==> src/rtl/alu_pkg.sv <==
// alu_pkg: shared types and helpers for alu_seq and muldiv_iter.
//   base_op_e   : funct3 encodings for the base integer ops (m = 0)
//   m_op_e      : funct3 encodings for the M-extension ops (m = 1)
//   state_e     : sequencer states
//   div_special : returns {signed_overflow, zero_divisor} for a divide/remainder.
//                 It works on XLEN values of up to XLEN_MAX bits.
package alu_pkg;

    localparam int XLEN_MAX = 64;

    typedef enum logic [2:0] {
        F_ADD  = 3'd0,
        F_SLL  = 3'd1,
        F_SLT  = 3'd2,
        F_SLTU = 3'd3,
        F_XOR  = 3'd4,
        F_SR   = 3'd5,
        F_OR   = 3'd6,
        F_AND  = 3'd7
    } base_op_e;

    typedef enum logic [2:0] {
        F_MUL    = 3'd0,
        F_MULH   = 3'd1,
        F_MULHSU = 3'd2,
        F_MULHU  = 3'd3,
        F_DIV    = 3'd4,
        F_DIVU   = 3'd5,
        F_REM    = 3'd6,
        F_REMU   = 3'd7
    } m_op_e;

    typedef enum logic [1:0] {
        S_IDLE = 2'd0,
        S_CALC = 2'd1,
        S_DONE = 2'd2
    } state_e;

    // Operands arrive zero-extended to XLEN_MAX; only the low xlen bits matter.
    function automatic logic [1:0] div_special(input logic [XLEN_MAX-1:0] a,
                                               input logic [XLEN_MAX-1:0] b,
                                               input int xlen,
                                               input logic sgn);
        logic [XLEN_MAX-1:0] mask;
        logic [XLEN_MAX-1:0] min_neg;
        logic zero;
        logic ovf;
        mask    = (xlen >= XLEN_MAX) ? '1 : ((XLEN_MAX'(1) << xlen) - XLEN_MAX'(1));
        min_neg = XLEN_MAX'(1) << (xlen - 1);
        zero    = ((b & mask) == '0);
        ovf     = sgn && ((a & mask) == min_neg) && ((b & mask) == mask);
        return {ovf, zero};
    endfunction

endpackage

==> src/rtl/muldiv_iter.sv <==
// muldiv_iter: iterative radix-2 multiplier / restoring divider for alu_seq.
// Only compiled when ALU_MULDIV_EN is defined.
// Ports:
//   clk, rst_n : clock, asynchronous active-low reset
//   start      : load operands and begin XLEN iterations
//   op         : M-extension funct3 (m_op_e)
//   a, b       : operands, sampled on start
//   done       : high during the last iteration; result is valid in that cycle
//   result     : sign-corrected result of the final iteration
`ifdef ALU_MULDIV_EN
module muldiv_iter
    import alu_pkg::*;
#(
    parameter int XLEN = 32
) (
    input  logic            clk,
    input  logic            rst_n,
    input  logic            start,
    input  logic [2:0]      op,
    input  logic [XLEN-1:0] a,
    input  logic [XLEN-1:0] b,
    output logic            done,
    output logic [XLEN-1:0] result
);
    localparam int CW = $clog2(XLEN);

    logic            run;
    logic [CW-1:0]   cnt;
    logic [2:0]      op_q;
    logic            neg_q;
    logic            neg_r;
    // Multiply: {acc, lo} is the running product, lo starts as the multiplier.
    // Divide: acc is the partial remainder, lo shifts dividend out / quotient in.
    logic [XLEN-1:0] acc;
    logic [XLEN-1:0] lo;
    logic [XLEN-1:0] mag;

    logic            a_sgn, b_sgn, a_neg, b_neg;
    logic [XLEN-1:0] a_mag, b_mag;
    logic [XLEN:0]   sum, shl;
    logic [XLEN-1:0] diff;
    logic            ge;
    logic [XLEN-1:0] acc_n, lo_n;
    logic [2*XLEN-1:0] prod, prod_f;

    assign a_sgn = (op == F_MUL) || (op == F_MULH) || (op == F_MULHSU) ||
                   (op == F_DIV) || (op == F_REM);
    assign b_sgn = (op == F_MUL) || (op == F_MULH) || (op == F_DIV) || (op == F_REM);
    assign a_neg = a_sgn && a[XLEN-1];
    assign b_neg = b_sgn && b[XLEN-1];
    assign a_mag = a_neg ? -a : a;
    assign b_mag = b_neg ? -b : b;

    assign done = run && (cnt == CW'(XLEN - 1));

    always_comb begin
        sum  = {1'b0, acc} + (lo[0] ? {1'b0, mag} : '0);
        shl  = {acc, lo[XLEN-1]};
        ge   = (shl >= {1'b0, mag});
        // True difference always fits in XLEN bits when ge is set.
        diff = shl[XLEN-1:0] - mag;
        if (op_q[2]) begin
            acc_n = ge ? diff : shl[XLEN-1:0];
            lo_n  = {lo[XLEN-2:0], ge};
        end else begin
            acc_n = sum[XLEN:1];
            lo_n  = {sum[0], lo[XLEN-1:1]};
        end
    end

    // Result is taken from the post-iteration values so the top can register
    // it on the same edge that completes the final iteration.
    always_comb begin
        prod   = {acc_n, lo_n};
        prod_f = neg_q ? -prod : prod;
        case (m_op_e'(op_q))
            F_MUL:                     result = prod_f[XLEN-1:0];
            F_MULH, F_MULHSU, F_MULHU: result = prod_f[2*XLEN-1:XLEN];
            F_DIV, F_DIVU:             result = neg_q ? -lo_n : lo_n;
            default:                   result = neg_r ? -acc_n : acc_n;
        endcase
    end

    always_ff @(posedge clk or negedge rst_n) begin
        if (!rst_n) begin
            run   <= 1'b0;
            cnt   <= '0;
            op_q  <= '0;
            neg_q <= 1'b0;
            neg_r <= 1'b0;
            acc   <= '0;
            lo    <= '0;
            mag   <= '0;
        end else if (start) begin
            run   <= 1'b1;
            cnt   <= '0;
            op_q  <= op;
            neg_q <= a_neg ^ b_neg;
            neg_r <= a_neg;
            acc   <= '0;
            lo    <= op[2] ? a_mag : b_mag;
            mag   <= op[2] ? b_mag : a_mag;
        end else if (run) begin
            acc <= acc_n;
            lo  <= lo_n;
            cnt <= cnt + CW'(1);
            if (done) run <= 1'b0;
        end
    end

endmodule
`endif

==> src/rtl/alu_seq.sv <==
// alu_seq: handshaked RV32I/M execute unit with an XLEN-generic datapath.
// Build option: ALU_MULDIV_EN enables the M-extension ops via muldiv_iter;
// without it every m=1 op completes in one cycle with y=0, illegal=1.
// Ports:
//   clk, rst_n           : clock, asynchronous active-low reset
//   in_valid, in_ready   : upstream handshake; a, b, sel, ext, m sampled on accept
//   out_valid, out_ready : downstream handshake; y, illegal held until taken
//   busy                 : high while an iterative op is in progress
//
// state  | meaning
// IDLE   | empty, ready for a new op
// CALC   | iterative multiply/divide running
// DONE   | result presented on y/illegal, waiting for out_ready
module alu_seq
    import alu_pkg::*;
#(
    parameter int XLEN = 32
) (
    input  logic            clk,
    input  logic            rst_n,
    input  logic            in_valid,
    output logic            in_ready,
    input  logic [XLEN-1:0] a,
    input  logic [XLEN-1:0] b,
    input  logic [2:0]      sel,
    input  logic            ext,
    input  logic            m,
    output logic            out_valid,
    input  logic            out_ready,
    output logic [XLEN-1:0] y,
    output logic            illegal,
    output logic            busy
);
    localparam int SHW = $clog2(XLEN);

    state_e          state, state_n;
    logic            accept;
    logic            go_calc;
    logic            calc_done;
    logic [XLEN-1:0] calc_res;
    logic [XLEN-1:0] base_res;
    logic [XLEN-1:0] sra_res;
    logic [XLEN-1:0] fast_res;
    logic            fast_ill;
    logic [SHW-1:0]  shamt;

    assign shamt   = b[SHW-1:0];
    // Kept in its own assignment so the shift stays arithmetic.
    assign sra_res = $signed(a) >>> shamt;

    always_comb begin
        base_res = '0;
        case (base_op_e'(sel))
            F_ADD:   base_res = ext ? a - b : a + b;
            F_SLL:   base_res = a << shamt;
            F_SLT:   base_res = XLEN'($signed(a) < $signed(b));
            F_SLTU:  base_res = XLEN'(a < b);
            F_XOR:   base_res = a ^ b;
            F_SR:    base_res = ext ? sra_res : a >> shamt;
            F_OR:    base_res = a | b;
            F_AND:   base_res = a & b;
            default: base_res = '0;
        endcase
    end

`ifdef ALU_MULDIV_EN
    logic            div_zero, div_ovf, special;
    logic [XLEN-1:0] spec_res;

    assign {div_ovf, div_zero} = div_special(XLEN_MAX'(a), XLEN_MAX'(b), XLEN,
                                             (sel == F_DIV) || (sel == F_REM));
    // Zero divisor and signed overflow resolve without iterating; sel[1] picks REM*.
    assign special  = sel[2] && (div_zero || div_ovf);
    assign spec_res = sel[1] ? (div_zero ? a : '0) : (div_zero ? '1 : a);
    assign go_calc  = m && !special;
    assign fast_res = m ? spec_res : base_res;
    assign fast_ill = 1'b0;

    muldiv_iter #(.XLEN(XLEN)) u_muldiv (
        .clk    (clk),
        .rst_n  (rst_n),
        .start  (accept && go_calc),
        .op     (sel),
        .a      (a),
        .b      (b),
        .done   (calc_done),
        .result (calc_res)
    );
`else
    assign go_calc   = 1'b0;
    assign fast_res  = m ? '0 : base_res;
    assign fast_ill  = m;
    assign calc_done = 1'b0;
    assign calc_res  = '0;
`endif

    always_ff @(posedge clk or negedge rst_n) begin
        if (!rst_n) state <= S_IDLE;
        else        state <= state_n;
    end

    always_comb begin
        state_n   = state;
        in_ready  = 1'b0;
        out_valid = 1'b0;
        busy      = 1'b0;
        case (state)
            S_IDLE:  in_ready = 1'b1;
            S_CALC:  busy = 1'b1;
            S_DONE: begin
                out_valid = 1'b1;
                in_ready  = out_ready;
            end
            default: ;
        endcase
        accept = in_valid && in_ready;
        case (state)
            S_IDLE, S_DONE: begin
                if (accept)                           state_n = go_calc ? S_CALC : S_DONE;
                else if (state == S_DONE && out_ready) state_n = S_IDLE;
            end
            S_CALC:  if (calc_done) state_n = S_DONE;
            default: state_n = S_IDLE;
        endcase
    end

    always_ff @(posedge clk or negedge rst_n) begin
        if (!rst_n) begin
            y       <= '0;
            illegal <= 1'b0;
        end else if (accept && !go_calc) begin
            y       <= fast_res;
            illegal <= fast_ill;
        end else if (state == S_CALC && calc_done) begin
            y       <= calc_res;
            illegal <= 1'b0;
        end
    end

endmodule

==> config.mk <==
export PLATFORM = sky130hd
export DESIGN_NAME = alu_seq
export DESIGN_NICKNAME = d
export VERILOG_FILES = /design/src/rtl/alu_pkg.sv /design/src/rtl/muldiv_iter.sv /design/src/rtl/alu_seq.sv
export SDC_FILE = /design/constraint.sdc
export NUM_CORES = 1
export LEC_CHECK = 0
export BUFFER_PORTS_ARGS = -buffer_cell sky130_fd_sc_hd__buf_2
export CAP_MARGIN = 15
export CELL_PAD_IN_SITES_DETAIL_PLACEMENT = 0
export CELL_PAD_IN_SITES_GLOBAL_PLACEMENT = 2
export CORE_MARGIN = 5
export CORE_UTILIZATION = 34
export DETAILED_ROUTE_END_ITERATION = 8
export HOLD_SLACK_MARGIN = 0.02
export PLACE_DENSITY_LB_ADDON = 0.1
export SETUP_SLACK_MARGIN = 0.05
export SYNTH_ARGS = -nofsm -noshare
export SYNTH_HDL_FRONTEND = slang
export SYNTH_SLANG_ARGS = --single-unit
==> constraint.sdc <==
create_clock -name clk -period 2.55 [get_ports clk]
set_input_delay 0.6375 -clock clk [delete_from_list [all_inputs] [get_ports clk]]
set_output_delay 0.6375 -clock clk [all_outputs]
set_load 0.005 [all_outputs]
# [Word level (Yosys, flattened, before mapping)]
# Index checks and enable logic that the tools add are counted.
[totals] elab_cells=40 out_inout_bits=36 regBits=35 inputBits=73
[classes] n_shift=3 muxes=10 n_reduce_logical=6 n_lt_le_gt_ge=2 addsub=2 eq_ne=10 bitwise_logic=4
[ops] operator="32-bit case mux with 8 select lines" n=1
[ops] operator="32-bit 2-to-1 mux" n=3
[ops] operator="32-bit less-than comparator" n=2
[ops] operator="32-bit adder" n=1
[ops] operator="32-bit AND" n=1
[ops] operator="32-bit OR" n=1
[ops] operator="32-bit by 5-bit << shifter with 32-bit output" n=1
[ops] operator="32-bit by 5-bit right shift with 32-bit output" n=1
[ops] operator="32-bit by 5-bit >>> shifter with 32-bit output" n=1
[ops] operator="32-bit subtractor" n=1
[ops] operator="32-bit bitwise XOR" n=1
[ops] operator="3-bit == test, second input constant" n=4
[ops] operator="3-bit by 2-bit == test with 1-bit output, second input constant" n=2
[ops] operator="2-bit 2-to-1 mux" n=2
[ops] operator="2-bit case mux with 2 select lines" n=1
[ops] operator="3-bit by 1-bit == test with 1-bit output, second input constant" n=1
[ops] operator="3-bit zero test" n=1
[ops] operator="3-bit inequality test, second input constant" n=1
[ops] operator="2-bit by 1-bit == test with 1-bit output, second input constant" n=1
[ops] operator="2-bit == test, second input constant" n=1
[ops] operator="1-bit logical AND" n=2
[ops] operator="2-bit zero test" n=1
[ops] operator="1-bit 2-to-1 mux" n=2
[ops] operator="1-bit case mux with 2 select lines" n=1
[ops] operator="other kinds (3)" n=3

# [Depth between registers and ports, before layout]
# Gate-level depths: netlist of the first run.
[depth] word_depth=5 depth_mapped=15 depth_no_buf=14

# [Least setup slack after synthesis of the first run]
# Ideal clock, no wire load.
[synth_timing] kind="in2reg" start="in b[1]" end="reg y[31]" setup_slack_ns=-1.132 cell_stages=14 path_buffers=2 t_arrival_ns=3.543 t_required_ns=2.412 setup_time_ns=0.138 cell_sequence="clkinv_1 > clkbuf_1 > buf_1 > ha_1 > a211oi_2 > o21ai_2 > o21ai_2 > nand3b_2 > a2111oi_4 > o211ai_1 > a2111oi_2 > a311oi_1 > xnor2_1 > a21oi_1"
[synth_between] elab_chain_cells=4
[synth_lines] element="start, declared" line_no="alu_seq.sv:24" text="input logic [XLEN-1:0] b,"
[synth_lines] element="32-bit adder, or another cell as far along" line_no="alu_seq.sv:54" text="F_ADD: base_res = ext ? a - b : a + b;"
[synth_lines] element="32-bit 2-to-1 mux (on tied branches)" line_no="alu_seq.sv:54, alu_seq.sv:59"
[synth_lines] element="32-bit case mux with 8 select lines (*)" line_no="alu_seq.sv:53" text="case (base_op_e'(sel))"
[synth_lines] element="32-bit 2-to-1 mux (*)" line_no="alu_seq.sv:91" text="assign fast_res = m ? '0 : base_res;"
[synth_lines] element="end signal, assigned" line_no="alu_seq.sv:132" text="y <= fast_res;"
[synth_lines] element="end signal, assigned" line_no="alu_seq.sv:135" text="y <= calc_res;"
[synth_lines] element="end, declared" line_no="alu_seq.sv:30" text="output logic [XLEN-1:0] y,"
# Mark *: on every way between the ends. The rest lies on a longest branch, timed or not.
# A chain may end at the register's enable or synchronous reset.

# [Worst setup path after layout of the first run]
[layout_timing] start="in a[0]" end="reg y[24]"
[layout_between] elab_chain_cells=4
[layout_lines] element="start, declared" line_no="alu_seq.sv:23" text="input logic [XLEN-1:0] a,"
[layout_lines] element="32-bit adder, or another cell as far along" line_no="alu_seq.sv:54"
[layout_lines] element="32-bit 2-to-1 mux (on tied branches)" line_no="alu_seq.sv:54, alu_seq.sv:59"
[layout_lines] element="32-bit case mux with 8 select lines (*)" line_no="alu_seq.sv:53"
[layout_lines] element="32-bit 2-to-1 mux (*)" line_no="alu_seq.sv:91"
# Marks and branches as above.

==> impl_metrics.json, run 1 <==
{
  "status": "finished, violations left",
  "violations_in_the_final_reports": "setup timing",
  "synthTopCellsByArea": "sky130_fd_sc_hd__ha_1, sky130_fd_sc_hd__a21oi_1, sky130_fd_sc_hd__dfrtp_1, sky130_fd_sc_hd__nand2_1, sky130_fd_sc_hd__o21ai_0",
  "worst-slew-pin-transition_ns": 0.980,
  "antenna_cells": 0,
  "dp_hpwl_mm": 47.8,
  "tritoncts_clock_tree": "done",
  "synth-edff-count": 0,
  "portBuffers": 107,
  "hold_path.class": "in -> async",
  "groute.usage.overall_pct": 33.8,
  "placed_cells": 2388,
  "worst_ep_arrival_time_ns": 3.32,
  "yosys_warnings": 0,
  "syn_avg_cell_area_um2": 6.67,
  "grt_ovf": 0,
  "grt_start_max_net_pins": 78,
  "die_area_mm2": 0.0324,
  "power.leakage_nw": 7.93,
  "post_drt_via_cell_ratio": 5.85,
  "clk_pin_slew_worst_paths_ns": 0.07,
  "worst_clock_skew_ns": 0.00752,
  "finalCoreUtilization_pct": 58.6,
  "unrepaired_setup_endpoints_after_global_routing": "yes",
  "postSynth.asyncResetShare_pct": 100,
  "worst_ir_drop_vdd_uv": 213,
  "finalHoldWorstSlack_ns": 0.458,
  "initial_antenna_violation_count": 0,
  "grt_pass1_wl_mm": 85.4,
  "place_congestion": 1.04,
  "die_width_um": 180,
  "critical_path_launch_point_type": "input port",
  "cts_hold_buf": 0,
  "floorplan.core_area_mm2": 0.0286,
  "routed_wire_length_per_instance_um": 24.2,
  "timing.setup.critical_path_class": "in -> reg",
  "clkSinkCount": 34,
  "route.vias.total": 14300,
  "die_y_um": 180,
  "fmax_mhz": 319,
  "p_per_area_mw_per_mm2": 321,
  "ys_seq_area_share_pct": 8.66,
  "numCtsBuffers": 5,
  "multi_input_area_mm2": 0.00935,
  "cap_violations": 0,
  "fin_crit_ns": 3.14,
  "syn_nets": 1646,
  "cts-htree-levels": 2,
  "antenna_left": 0,
  "yosys.area.top_type": "sky130_fd_sc_hd__ha_1",
  "num-nets-final": 2240,
  "critical_path.endpoint_type": "flip-flop",
  "dr.first_iter.drc_count": 1963,
  "cts_root_buffer": "sky130_fd_sc_hd__clkbuf_16",
  "remaining_drc_errors": 0,
  "post_syn_area_mm2": 0.00983,
  "fin_cells": 2453,
  "sequential_cell_area_um2": 851,
  "synthesis.instances": 1474,
  "postSynthRegisterBits": 34,
  "postLayoutSetupSlackWorst_ns": -0.590,
  "timing_hold_violations_final": 0,
  "ios": 109,
  "netlist.area_leader.share_pct": 12.3,
  "nFillCells": 2757,
  "drive_above_1_share_pct": 46.6,
  "totalWireLength_mm": 59.3,
  "clockBufferDepth": 2,
  "worstSkewPairLatency_ns": 0.29,
  "worst_ep_required_ns": 2.73,
  "setup_viol_count_final": 28,
  "synth.distinct_cells": 82,
  "drtPass1Iterations": 6,
  "grt_pass1_vias": 13400,
  "slew-limit-headroom_pct": 34.4,
  "areaGrowthSynthToFinish_pct": 70.7,
  "yosys_most_used_dff": "sky130_fd_sc_hd__dfrtp_1",
  "total_power_mw": 5.38,
  "pre_cts_ws_ns": -1.04,
  "final_slew_viol_count": 0,
  "path_max_fanout": 3,
  "rows": 62,
  "start_util_pct": 34.3,
  "layout_worst_path_cycle_share_pct": 123
}
through the flow:
step | area, µm² | setup TNS, ns
after detailed placement | 14600 | -25.72
final | 16800 | -10.85
after global routing | 16800 | -13.65
after global placement | 14600 | -24.19
after floorplan | 10100 | -9.03
after CTS | 15700 | -9.35
report_power, final:
group / switching (mW) / internal, mW
combinational: 2.19 / 1.88
clock: 0.265 / 0.388
sequential: 0.0498 / 0.603
total: 2.51 / 2.87
path summary, 6_finish.rpt:
path,from,end,slack (ns),cells past startpoint
max,a[0],y[24],-0.59,17
min,rst_n,y[16],0.46,1
max reg2reg,state[1],y[27],0.36,6
min reg2reg,y[3],y[3],0.46,2
max in group asynchronous,rst_n,y[13],1.54,1
min in group clk,y[3],y[3],0.46,2
critical path, stage by stage:
cell and delay [ns]:
sky130_fd_sc_hd__buf_6 0.11, sky130_fd_sc_hd__inv_4 0.05, sky130_fd_sc_hd__ha_4 0.12, sky130_fd_sc_hd__inv_2 0.04, sky130_fd_sc_hd__fa_2 0.34, sky130_fd_sc_hd__nor2b_4 0.14, sky130_fd_sc_hd__o211ai_1 0.25, sky130_fd_sc_hd__nand3_1 0.16
sky130_fd_sc_hd__buf_4 0.17, sky130_fd_sc_hd__a21o_4 0.22, sky130_fd_sc_hd__a211oi_2 0.19, sky130_fd_sc_hd__buf_4 0.16, sky130_fd_sc_hd__nor4_2 0.04, sky130_fd_sc_hd__nor3_2 0.15, sky130_fd_sc_hd__xnor2_1 0.20, sky130_fd_sc_hd__nand2_1 0.10
sky130_fd_sc_hd__a32o_1 0.25
layer usage:
layer / vias up / GRT usage (%) / share of wire, %
met4: 0 / 8.11 / 3.1
met1: 6802 / 50.6 / 45
met3: 117 / 6.78 / 11
met2: 865 / 49.8 / 42
met5: - / 0 / 0
li1: 6563 / - / -
Yosys cell counts, types with 21 or more instances:
library cell and instances:
sky130_fd_sc_hd__a211oi_1 31, sky130_fd_sc_hd__a21oi_1 196, sky130_fd_sc_hd__buf_2 21, sky130_fd_sc_hd__clkbuf_1 68
sky130_fd_sc_hd__dfrtp_1 34, sky130_fd_sc_hd__ha_1 97, sky130_fd_sc_hd__inv_1 95, sky130_fd_sc_hd__mux2i_1 51
sky130_fd_sc_hd__nand2_1 177, sky130_fd_sc_hd__nand3_1 21, sky130_fd_sc_hd__nor2_1 165, sky130_fd_sc_hd__nor3_1 24
sky130_fd_sc_hd__o211ai_1 33, sky130_fd_sc_hd__o21ai_0 127, sky130_fd_sc_hd__xnor2_1 30
sequential cells by signal, summed over array words and instances, names as in the netlist:
register,cells
illegal,1
state,1
y,32
cell usage in the layout (no fill, tap or decap), types with 21 or more instances in the layout:
cell type,instances
sky130_fd_sc_hd__a21oi_2,29
sky130_fd_sc_hd__dfrtp_1,34
sky130_fd_sc_hd__xnor2_1,21
sky130_fd_sc_hd__buf_2,93
sky130_fd_sc_hd__o211ai_1,33
sky130_fd_sc_hd__ha_1,77
sky130_fd_sc_hd__inv_1,77
sky130_fd_sc_hd__buf_6,28
sky130_fd_sc_hd__a211oi_1,21
sky130_fd_sc_hd__o21ai_0,89
sky130_fd_sc_hd__nand2_1,172
sky130_fd_sc_hd__o21ai_1,23
sky130_fd_sc_hd__a21oi_1,163
sky130_fd_sc_hd__nor2_1,148
sky130_fd_sc_hd__mux2i_1,36
sky130_fd_sc_hd__buf_4,550
logic make-up after synthesis:
family	count (synthesis)	share of synthesized area [%]
adder cells (fa/ha/maj)	99	12.8
AND/OR/NAND/NOR	444	19.1
other	1	0.0382
XOR/XNOR	32	2.85
AO/OA/AOI/OAI	571	37.3
flip-flops	34	8.66
multiplexers	79	10.6
buffers and inverters	214	8.76
cell type report:
type / count / share of cell area (%)
Timing Repair Buffer: 700 / 32.8
Tap cell: 384 / 2.86
Clock inverter: 2 / 0.0746
Multi-Input combinational cell: 1226 / 55.7
Clock buffer: 6 / 0.828
Inverter: 101 / 2.63
Sequential cell: 34 / 5.07
what timing repair did:
item,in CTS,in global routing
resized for setup,183,175
endpoints found under the hold margin,0,0
cloned,1,5
setup endpoints to repair,32,32
pin swaps,68,100
buffers inserted,19,38
Power figures use the tool's default switching activity.
==> run 2: changes to the inputs <==
CELL_PAD_IN_SITES_DETAIL_PLACEMENT = not set   (was 0)
CELL_PAD_IN_SITES_GLOBAL_PLACEMENT = not set   (was 2)
PLACE_DENSITY_LB_ADDON = not set   (was 0.1)
==> run 2 against run 1 <==
  * The run still ends with setup timing left
  * First-iteration DRC count is 5.3% higher
  * Critical path depth unchanged
  * Hold slack worse by 0.067 ns
  * Combinational power down 2%
  * Final area down 1.5%
  * Die area stayed put
==> impl_metrics.json, run 2 (same netlist as run 1, synthesis figures left out) <==
{
  "status": "finished, violations left",
  "violations_in_the_final_reports": "setup timing",
  "dr.first_iter.drc_count": 2068,
  "initial_antenna_violation_count": 2,
  "dp_hpwl_mm": 47.9,
  "critical_path.startpoint": "a[0]",
  "rows": 62,
  "grt_pass1_wl_mm": 88.5,
  "clockBufferDepth": 2,
  "worst_clock_skew_ns": 0.00855,
  "hold_path.class": "in -> async",
  "route.vias.total": 14500,
  "unrepaired_setup_endpoints_after_global_routing": "yes",
  "floorplan.core_area_mm2": 0.0286,
  "areaGrowthSynthToFinish_pct": 68.1,
  "critical_path_launch_point_type": "input port",
  "portBuffers": 107,
  "start_util_pct": 34.3,
  "die_area_mm2": 0.0324,
  "final_slew_viol_count": 0,
  "finalCoreUtilization_pct": 57.7,
  "top_regs": "y: 32 flops, illegal: 1 flops, state: 1 flops",
  "power.sequential.fraction_pct": 12.6,
  "critical_path.endpoint_type": "flip-flop",
  "placed_cells": 2401,
  "power_frac_clock_pct": 12.9,
  "combPwrFrac_pct": 74.4,
  "remaining_drc_errors": 0,
  "grt_pass1_vias": 13900,
  "power_switching_mw": 2.52,
  "numCtsBuffers": 5,
  "antenna_cells": 0,
  "timing_hold_violations_final": 0,
  "internal-power_mw": 2.83,
  "tritoncts_clock_tree": "done",
  "drive_above_1_share_pct": 43.8,
  "largest_register_ffs": 32,
  "cap_violations": 0,
  "place_congestion": 1.03,
  "path_max_fanout": 3,
  "regToRegStartpoint": "state[1]",
  "worst_ep_arrival_time_ns": 3.28,
  "worst_ep_required_ns": 2.73,
  "fin_crit_ns": 3.10,
  "ios": 109,
  "num-nets-final": 2235,
  "fin_tns_setup_ns": -10.51,
  "nFillCells": 2697,
  "antenna_left": 0,
  "p_per_area_mw_per_mm2": 324,
  "cts_hold_buf": 0,
  "routed_wire_length_per_instance_um": 24.8,
  "regMostFlops": "y",
  "layout.cells.most_common": "sky130_fd_sc_hd__buf_4",
  "grt_ovf": 0,
  "cts_root_buffer": "sky130_fd_sc_hd__clkbuf_16",
  "setup_viol_count_final": 28,
  "layout.cells.most_common_list": "sky130_fd_sc_hd__buf_4, sky130_fd_sc_hd__nand2_1, sky130_fd_sc_hd__a21oi_1, sky130_fd_sc_hd__nor2_1, sky130_fd_sc_hd__o21ai_0",
  "worst_ir_drop_vdd_uv": 239,
  "cts-htree-levels": 2,
  "groute.usage.overall_pct": 35.1,
  "die_y_um": 180,
  "worstSkewPairLatency_ns": 0.30,
  "die_width_um": 180,
  "total_power_mw": 5.35,
  "power.leakage_nw": 7.90,
  "totalWireLength_mm": 60.7,
  "clkSinkCount": 34,
  "postLayoutSetupSlackWorst_ns": -0.548,
  "fmax_mhz": 323,
  "post_drt_via_cell_ratio": 5.92,
  "power_switching_share_pct": 47.1,
  "grt_start_max_net_pins": 83,
  "drtPass1Iterations": 5,
  "fin_cells": 2448,
  "clk_pin_slew_worst_paths_ns": 0.07,
  "worst-slew-pin-transition_ns": 0.881,
  "finalHoldWorstSlack_ns": 0.391,
  "timing.setup.critical_path_class": "in -> reg",
  "slew-limit-headroom_pct": 41.0,
  "layout_worst_path_cycle_share_pct": 121
}
[run 2: power by group through the flow]
| stage | registers, mW | clock network, mW | logic (mW) |
|---|---|---|---|
| 2_1_floorplan | 0.650 | 0 | 1.56 |
| 3_3_place_gp | 0.678 | 0 | 3.36 |
| 3_5_place_dp | 0.678 | 0 | 3.36 |
| 4_1_cts | 0.668 | 0.704 | 3.69 |
| 5_1_grt | 0.678 | 0.718 | 4.18 |
| 6_report | 0.676 | 0.691 | 3.98 |
[run 2: path summary, 6_finish.rpt]
kind | endpoint | depth (start not counted) | slack [ns]
setup / recovery | y[24] | 17 | -0.55
max in group asynchronous | y[14] | 2 | 1.74
min in group clk | y[3] | 2 | 0.46
hold / removal | y[6] | 2 | 0.39
setup reg to reg | y[16] | 6 | 0.44
hold reg to reg | y[3] | 2 | 0.46
[run 2: worst max-delay path, cell delays in order]
cell                       delay, ns
sky130_fd_sc_hd__buf_8          0.10
sky130_fd_sc_hd__buf_6          0.11
sky130_fd_sc_hd__inv_4          0.06
sky130_fd_sc_hd__ha_4           0.14
sky130_fd_sc_hd__inv_2          0.04
sky130_fd_sc_hd__fa_2           0.33
sky130_fd_sc_hd__nor2b_4        0.14
sky130_fd_sc_hd__o211ai_1       0.26
sky130_fd_sc_hd__nand3_1        0.19
sky130_fd_sc_hd__a21o_1         0.27
sky130_fd_sc_hd__a211oi_2       0.21
sky130_fd_sc_hd__buf_4          0.17
sky130_fd_sc_hd__nor4_4         0.05
sky130_fd_sc_hd__nor3_2         0.13
sky130_fd_sc_hd__xnor2_1        0.14
sky130_fd_sc_hd__nand2_1        0.07
sky130_fd_sc_hd__a32o_1         0.23
[run 2: per-stage QoR]
| stage | setup slack, ns | area (µm²) |
|---|---|---|
| 2_1_floorplan | -0.605 | 10100 |
| 3_3_place_gp | -1.08 | 14800 |
| 3_5_place_dp | -1.07 | 14800 |
| 4_1_cts | -0.571 | 16000 |
| 5_1_grt | -0.633 | 16500 |
| 6_report | -0.548 | 16500 |
[run 2: area by class of cell]
cell class	instances	area, µm²	area share, %
multi-input combinational	1226	9230	55.9
timing repair buffer	695	5380	32.6
tap	384	480	2.91
inverter	101	437	2.64
sequential	34	851	5.15
clock inverter	1	5.00	0.0303
clock buffer	7	143	0.863
[run 2: layer usage]
| layer | part of all wire, % | wire length (µm) | global-route usage (%) | up-vias |
|---|---|---|---|---|
| met5 | 0 | 0 | 0 | - |
| met4 | 3.7 | 2280 | 10.7 | 0 |
| met3 | 11 | 6590 | 8.05 | 168 |
| met2 | 42 | 25400 | 52.2 | 858 |
| met1 | 44 | 26400 | 50.5 | 6936 |
| li1 | - | - | - | 6530 |
[run 2: timing repair]
item                                    4_1_cts  5_1_grt
setup buffers                                25       11
pin swaps                                    66       63
resized for setup                           159       86
cloned                                        4        2
endpoints found under the setup margin       32       32
